--- src/rtl/qam_pkg.sv ---
// Shared types and constants for the 4-QAM symbol scheduler.
package qam_pkg;
  typedef enum logic [1:0] {IDLE, PREAMBLE, RUN} state_t;
  typedef logic [1:0] sym_t;
  localparam sym_t PRE_SYM_A = 2'b11;
  localparam sym_t PRE_SYM_B = 2'b00;
endpackage

--- src/rtl/qam_byte_fifo.sv ---
// Byte FIFO, registered pointers/count; data is readable the cycle after the write.
module qam_byte_fifo #(
  parameter  int DEPTH = 4,
  localparam int AW    = $clog2(DEPTH)
) (
  input  logic        clk,
  input  logic        rst,
  input  logic        i_wr_en,
  input  logic [7:0]  i_wr_data,
  input  logic        i_rd_en,
  output logic [7:0]  o_rd_data,
  output logic        o_full,
  output logic        o_empty,
  output logic [AW:0] o_count
);
  logic [7:0]    r_mem [DEPTH];
  logic [AW-1:0] r_wptr, r_rptr;
  logic [AW:0]   r_count;
  logic          w_wr, w_rd;

  assign o_full    = (r_count == (AW+1)'(DEPTH));
  assign o_empty   = (r_count == '0);
  assign o_count   = r_count;
  assign o_rd_data = r_mem[r_rptr];
  assign w_wr      = i_wr_en && !o_full;
  assign w_rd      = i_rd_en && !o_empty;

  always_ff @(posedge clk) begin
    if (w_wr) r_mem[r_wptr] <= i_wr_data;
  end

  always_ff @(posedge clk) begin
    if (rst) begin
      r_wptr  <= '0;
      r_rptr  <= '0;
      r_count <= '0;
    end else begin
      if (w_wr) r_wptr <= r_wptr + AW'(1);
      if (w_rd) r_rptr <= r_rptr + AW'(1);
      case ({w_wr, w_rd})
        2'b10:   r_count <= r_count + (AW+1)'(1);
        2'b01:   r_count <= r_count - (AW+1)'(1);
        default: r_count <= r_count;
      endcase
    end
  end
endmodule

--- src/rtl/qam_symbol_scheduler.sv ---
// 4-QAM symbol scheduler: bytes -> MSB-first dibits, each held for SPS samples.
// Optional burst preamble enabled by defining QAM_SCHED_PREAMBLE_EN.
module qam_symbol_scheduler
  import qam_pkg::*;
#(
  parameter int SPS          = 16,
  parameter int FIFO_DEPTH   = 4,
  parameter int PREAMBLE_LEN = 8
) (
  input  logic       clk,
  input  logic       rst,
  input  logic [7:0] byte_in,
  input  logic       byte_valid,
  output logic       byte_ready,
  input  logic       sample_en,
  output logic [1:0] sym_out,
  output logic       sym_start,
  output logic       tx_active
);
  localparam int FAW = $clog2(FIFO_DEPTH);
  localparam int SCW = (SPS > 1) ? $clog2(SPS) : 1;
  localparam logic [SCW-1:0] SC_MAX = SCW'(SPS - 1);

  if (SPS < 1 || SPS > 256 || FIFO_DEPTH < 2 || PREAMBLE_LEN < 1) begin : g_bad_param
    $error("qam_symbol_scheduler: illegal parameter value");
  end

  state_t         r_state;
  logic [SCW-1:0] r_cnt;
  logic [1:0]     r_idx;
  logic [7:0]     r_shift;
  sym_t           r_sym;
  logic           r_start, r_active;

  logic [7:0]   w_rd_data;
  logic         w_full, w_empty, w_pop, w_sym_end;
  logic [FAW:0] w_count;

`ifdef QAM_SCHED_PREAMBLE_EN
  localparam int PCW = (PREAMBLE_LEN > 1) ? $clog2(PREAMBLE_LEN) : 1;
  localparam logic [PCW-1:0] PC_MAX = PCW'(PREAMBLE_LEN - 1);
  logic [PCW-1:0] r_pre_cnt;
`endif

  qam_byte_fifo #(.DEPTH(FIFO_DEPTH)) u_fifo (
    .clk(clk), .rst(rst),
    .i_wr_en(byte_valid && !w_full), .i_wr_data(byte_in),
    .i_rd_en(w_pop), .o_rd_data(w_rd_data),
    .o_full(w_full), .o_empty(w_empty), .o_count(w_count)
  );

  assign byte_ready = (w_count != (FAW+1)'(FIFO_DEPTH));
  assign w_sym_end  = sample_en && (r_cnt == SC_MAX);
  assign sym_out    = r_sym;
  assign sym_start  = r_start;
  assign tx_active  = r_active;

  // Pops line up exactly with the byte loads in the FSM below.
  always_comb begin
    w_pop = 1'b0;
    case (r_state)
`ifdef QAM_SCHED_PREAMBLE_EN
      PREAMBLE: w_pop = w_sym_end && (r_pre_cnt == PC_MAX) && !w_empty;
`else
      IDLE:     w_pop = sample_en && !w_empty;
`endif
      RUN:      w_pop = w_sym_end && (r_idx == 2'd3) && !w_empty;
      default:  w_pop = 1'b0;
    endcase
  end

  always_ff @(posedge clk) begin
    if (rst) begin
      r_state  <= IDLE;
      r_cnt    <= '0;
      r_idx    <= '0;
      r_shift  <= '0;
      r_sym    <= '0;
      r_start  <= 1'b0;
      r_active <= 1'b0;
`ifdef QAM_SCHED_PREAMBLE_EN
      r_pre_cnt <= '0;
`endif
    end else begin
      r_start <= 1'b0;
      if (sample_en) begin
        case (r_state)
          IDLE: if (!w_empty) begin
            r_start  <= 1'b1;
            r_active <= 1'b1;
            r_cnt    <= '0;
`ifdef QAM_SCHED_PREAMBLE_EN
            r_sym     <= PRE_SYM_A;
            r_pre_cnt <= '0;
            r_state   <= PREAMBLE;
`else
            r_shift <= w_rd_data;
            r_sym   <= w_rd_data[7:6];
            r_idx   <= '0;
            r_state <= RUN;
`endif
          end
`ifdef QAM_SCHED_PREAMBLE_EN
          PREAMBLE: if (w_sym_end) begin
            r_cnt <= '0;
            if (r_pre_cnt != PC_MAX) begin
              // Even-indexed preamble symbols are A, so the next one follows the current index parity.
              r_pre_cnt <= r_pre_cnt + PCW'(1);
              r_sym     <= r_pre_cnt[0] ? PRE_SYM_A : PRE_SYM_B;
              r_start   <= 1'b1;
            end else if (!w_empty) begin
              r_shift <= w_rd_data;
              r_sym   <= w_rd_data[7:6];
              r_idx   <= '0;
              r_start <= 1'b1;
              r_state <= RUN;
            end else begin
              r_active <= 1'b0;
              r_state  <= IDLE;
            end
          end else begin
            r_cnt <= r_cnt + SCW'(1);
          end
`endif
          RUN: if (w_sym_end) begin
            r_cnt <= '0;
            if (r_idx != 2'd3) begin
              r_shift <= {r_shift[5:0], 2'b00};
              r_sym   <= r_shift[5:4];
              r_idx   <= r_idx + 2'd1;
              r_start <= 1'b1;
            end else if (!w_empty) begin
              r_shift <= w_rd_data;
              r_sym   <= w_rd_data[7:6];
              r_idx   <= '0;
              r_start <= 1'b1;
            end else begin
              r_active <= 1'b0;
              r_state  <= IDLE;
            end
          end else begin
            r_cnt <= r_cnt + SCW'(1);
          end
          default: r_state <= IDLE;
        endcase
      end
    end
  end
endmodule

--- config.mk ---
export PLATFORM = sky130hd
export DESIGN_NAME = qam_symbol_scheduler
export DESIGN_NICKNAME = d
export VERILOG_FILES = /design/src/rtl/qam_pkg.sv /design/src/rtl/qam_byte_fifo.sv /design/src/rtl/qam_symbol_scheduler.sv
export SDC_FILE = /design/constraint.sdc
export NUM_CORES = 1
export LEC_CHECK = 0
export ABC_AREA = 1
export CORE_UTILIZATION = 58
export CTS_CLUSTER_DIAMETER = 30
export DETAILED_ROUTE_END_ITERATION = 6
export HOLD_SLACK_MARGIN = 0.1
export PLACE_DENSITY = 0.88
export SLEW_MARGIN = 20
export SYNTH_ARGS = -nofsm -noshare
export SYNTH_HDL_FRONTEND = slang
export SYNTH_SLANG_ARGS = --single-unit
--- constraint.sdc ---
create_clock -name clk -period 2.9 [get_ports clk]
set_input_delay 0.58 -clock clk [delete_from_list [all_inputs] [get_ports clk]]
set_output_delay 0.58 -clock clk [all_outputs]
set_load 0.05 [all_outputs]
==> impl_metrics.ini <==
[sta]
worst_pin_slew_ps = 578
hold_viol_final = 0
relSlewSlack = 0.614
maxSlewViolCount = 0
setup_violations = 0
fin_tns_setup_ps = 0
finalClockSkew_ps = 5.31
fin_hold_ws_ps = 468
fin_crit_sh = 0.795
min_period_ps = 2310
rsz0062_at_grt = false
fmax_ghz = 0.434

[setup_path]
crit_slowest_cell = clkdlybuf4s50_1
critPathTopFamily = buffers and inverters
critPathBufInv = 2
crit_type = input pin to register
worstSetupEndpointType = register
arrival_ps = 2560
slowest_delay_ps = 550
critPathRequiredTime_ps = 3150
crit_path_max_fanout = 5
crit_chain = clkdlybuf4s50_1 -> nand3_4 -> nor2_4 -> ha_1 -> inv_1 -> fa_1 -> or2_2 -> nand2_1 -> o21ai_0 -> a21oi_1
start_kind = input pin

[clocking]
cts_max_level = 3
ctsHoldBuffers = 0
cts.sinks = 57
numCtsBuffers = 9
cts_max_path_buffers = 2
worstSkewPairLatency_ps = 320
cts_resized = 0
clkTransAtPathRegs_ps = 60
root_buffer = clkbuf_8
cts_tree = built
postCtsSetupBuffers = 0

[global_route]
antenna_found_initial = 0
grt_pass1_wl_mm = 6.75
grt_max_degree = 18
gr-total-overflow = 0
first_global_vias = 1611
grt_usage = 0.208

[power_and_ir_drop]
power.density_mw_per_mm2 = 905
seqPwrFrac = 0.420
switchingPower_mw = 1.01
power_frac_clock = 0.213
peakVddDrop_mv = 0.454
cellLeakagePower_nw = 1.23
p_comb_frac = 0.368
p_int_mw = 1.62
switching_share = 0.385

[final_layout]
post-route-util = 0.708
drive_gt1_frac = 0.106
layout.cells.non_filler = 360
area_delta_synth_final_pct = 13.2
fillers = 309
fin_area_mm2 = 0.00291
diodes = 0
fin_nets = 328

[floorplan]
num_rows = 23
die-height_um = 68.6
die_area_mm2 = 0.00470
start_util = 0.625
io_pins = 17
core_mm2 = 0.00412
die_w_um = 68.6

[status]
status = complete, no violations

[worst_hold_path]
hold_class = register to register

[placed_design]
dpl.cell_count = 346
port_buffers = 16
placement.cell_area_mm2 = 0.00277
dp_hpwl_mm = 2.94
gp_congestion = 0.733

[yosys]
syn_area_mm2 = 0.00257
ys_types = 24
syn_avg_cell_area_um2 = 9.09
synth_nets = 304
ys_seq_area_frac = 0.568
synthCells = 283
ys_seq_elements = 57
yosysWarnings = 0

[drt]
drtAntennaViolNets = 0
firstDrtPassIters = 4
vias = 1800
routed_wl_mm = 4.36
drt-vias-per-instance = 5.00
wl_per_cell_um = 12.1
drc = 0
drtIter0Drc = 92

[flow_run]
cap_violations = 0
## layout by cell type (no fill, tap or decap), types with 2 or more instances in the layout
master	count
a21oi_1	9
a21oi_2	4
buf_4	5
clkbuf_1	3
clkbuf_8	9
clkdlybuf4s50_1	16
clkinv_1	2
dfxtp_1	25
edfxtp_1	32
ha_1	8
inv_1	38
nand2_1	91
nand2_2	6
nand2_4	3
nand3_1	18
nor2_1	22
nor2_2	2
nor3_1	3
o21ai_0	6
xor2_1	2
## logic make-up after synthesis
| group | synth area share |
|---|---|
| AND/OR/NAND/NOR | 0.252 |
| adder cells (fa/ha/maj) | 0.0467 |
| buffers and inverters | 0.0813 |
| XOR/XNOR | 0.00681 |
| AO/OA/AOI/OAI | 0.0448 |
| flip-flops | 0.568 |
## stage by stage
| step | power [mW] | worst slack [ps] |
|---|---|---|
| 6_report | 2.64 | 595 |
| 5_1_grt | 2.82 | 486 |
| 4_1_cts | 2.65 | 595 |
| 3_5_place_dp | 2.08 | 263 |
| 3_3_place_gp | 2.03 | 346 |
| 2_1_floorplan | 1.90 | 615 |
## sequential cells by signal, summed over array words and instances, names as in the netlist, named ones only
signal and count:
u_fifo.r_rptr 2, sym_out 2, u_fifo.r_wptr 2, u_fifo.o_count 3, tx_active 1, r_idx 2, sym_start 1, r_shift 6
r_cnt 4, u_fifo.r_mem 32
## power by group through the flow
stage,clock (mW),sequential (mW),combinational [mW]
after CTS,0.574,1.11,0.973
after global placement,0,1.11,0.920
after detailed placement,0,1.12,0.961
final,0.560,1.11,0.969
after floorplan,0,1.16,0.735
after global routing,0.610,1.12,1.08
## tightest hold or removal path: stages, from the launching register on
cell,delay [ps]
dfxtp_1,320
inv_1,50
a21oi_1,50
## per-layer routing
layer	global-route usage	share of wire
met1	0.226	0.44
met2	0.357	0.51
met3	0.0724	0.034
met4	0.109	0.012
met5	0	0
## final cells by class
| type | count | area (µm²) | share of cell area |
|---|---|---|---|
| flip-flops and latches | 57 | 1460 | 0.502 |
| multi-input cells | 179 | 901 | 0.309 |
| repair buffers | 21 | 198 | 0.0679 |
| inverters | 39 | 146 | 0.0503 |
| clock buffers | 12 | 135 | 0.0464 |
| well taps | 50 | 62.6 | 0.0215 |
| clock inverters | 2 | 7.51 | 0.00258 |
## synth_stat cells, drive strengths merged
library cell / number / area share
a21oi: 13 / 0.031
buf: 8 / 0.024
dfxtp: 25 / 0.19
edfxtp: 32 / 0.37
fa: 1 / 0.0078
ha: 8 / 0.039
inv: 39 / 0.057
nand2: 100 / 0.16
nand3: 19 / 0.042
nor2: 25 / 0.041
nor3: 3 / 0.0058
o21ai: 7 / 0.014
or2: 1 / 0.0024
xor2: 2 / 0.0068
## final timing paths
check	cells after the start	end	slack (ps)	from
worst max-delay path	10	u_fifo.o_count[2]	590	sample_en
worst min-delay path	2	r_cnt[2]	470	r_cnt[2]
worst max register to register	12	u_fifo.o_count[2]	680	r_cnt[0]
worst min register to register	2	r_cnt[2]	470	r_cnt[2]
(Power assumes the default switching activity.)
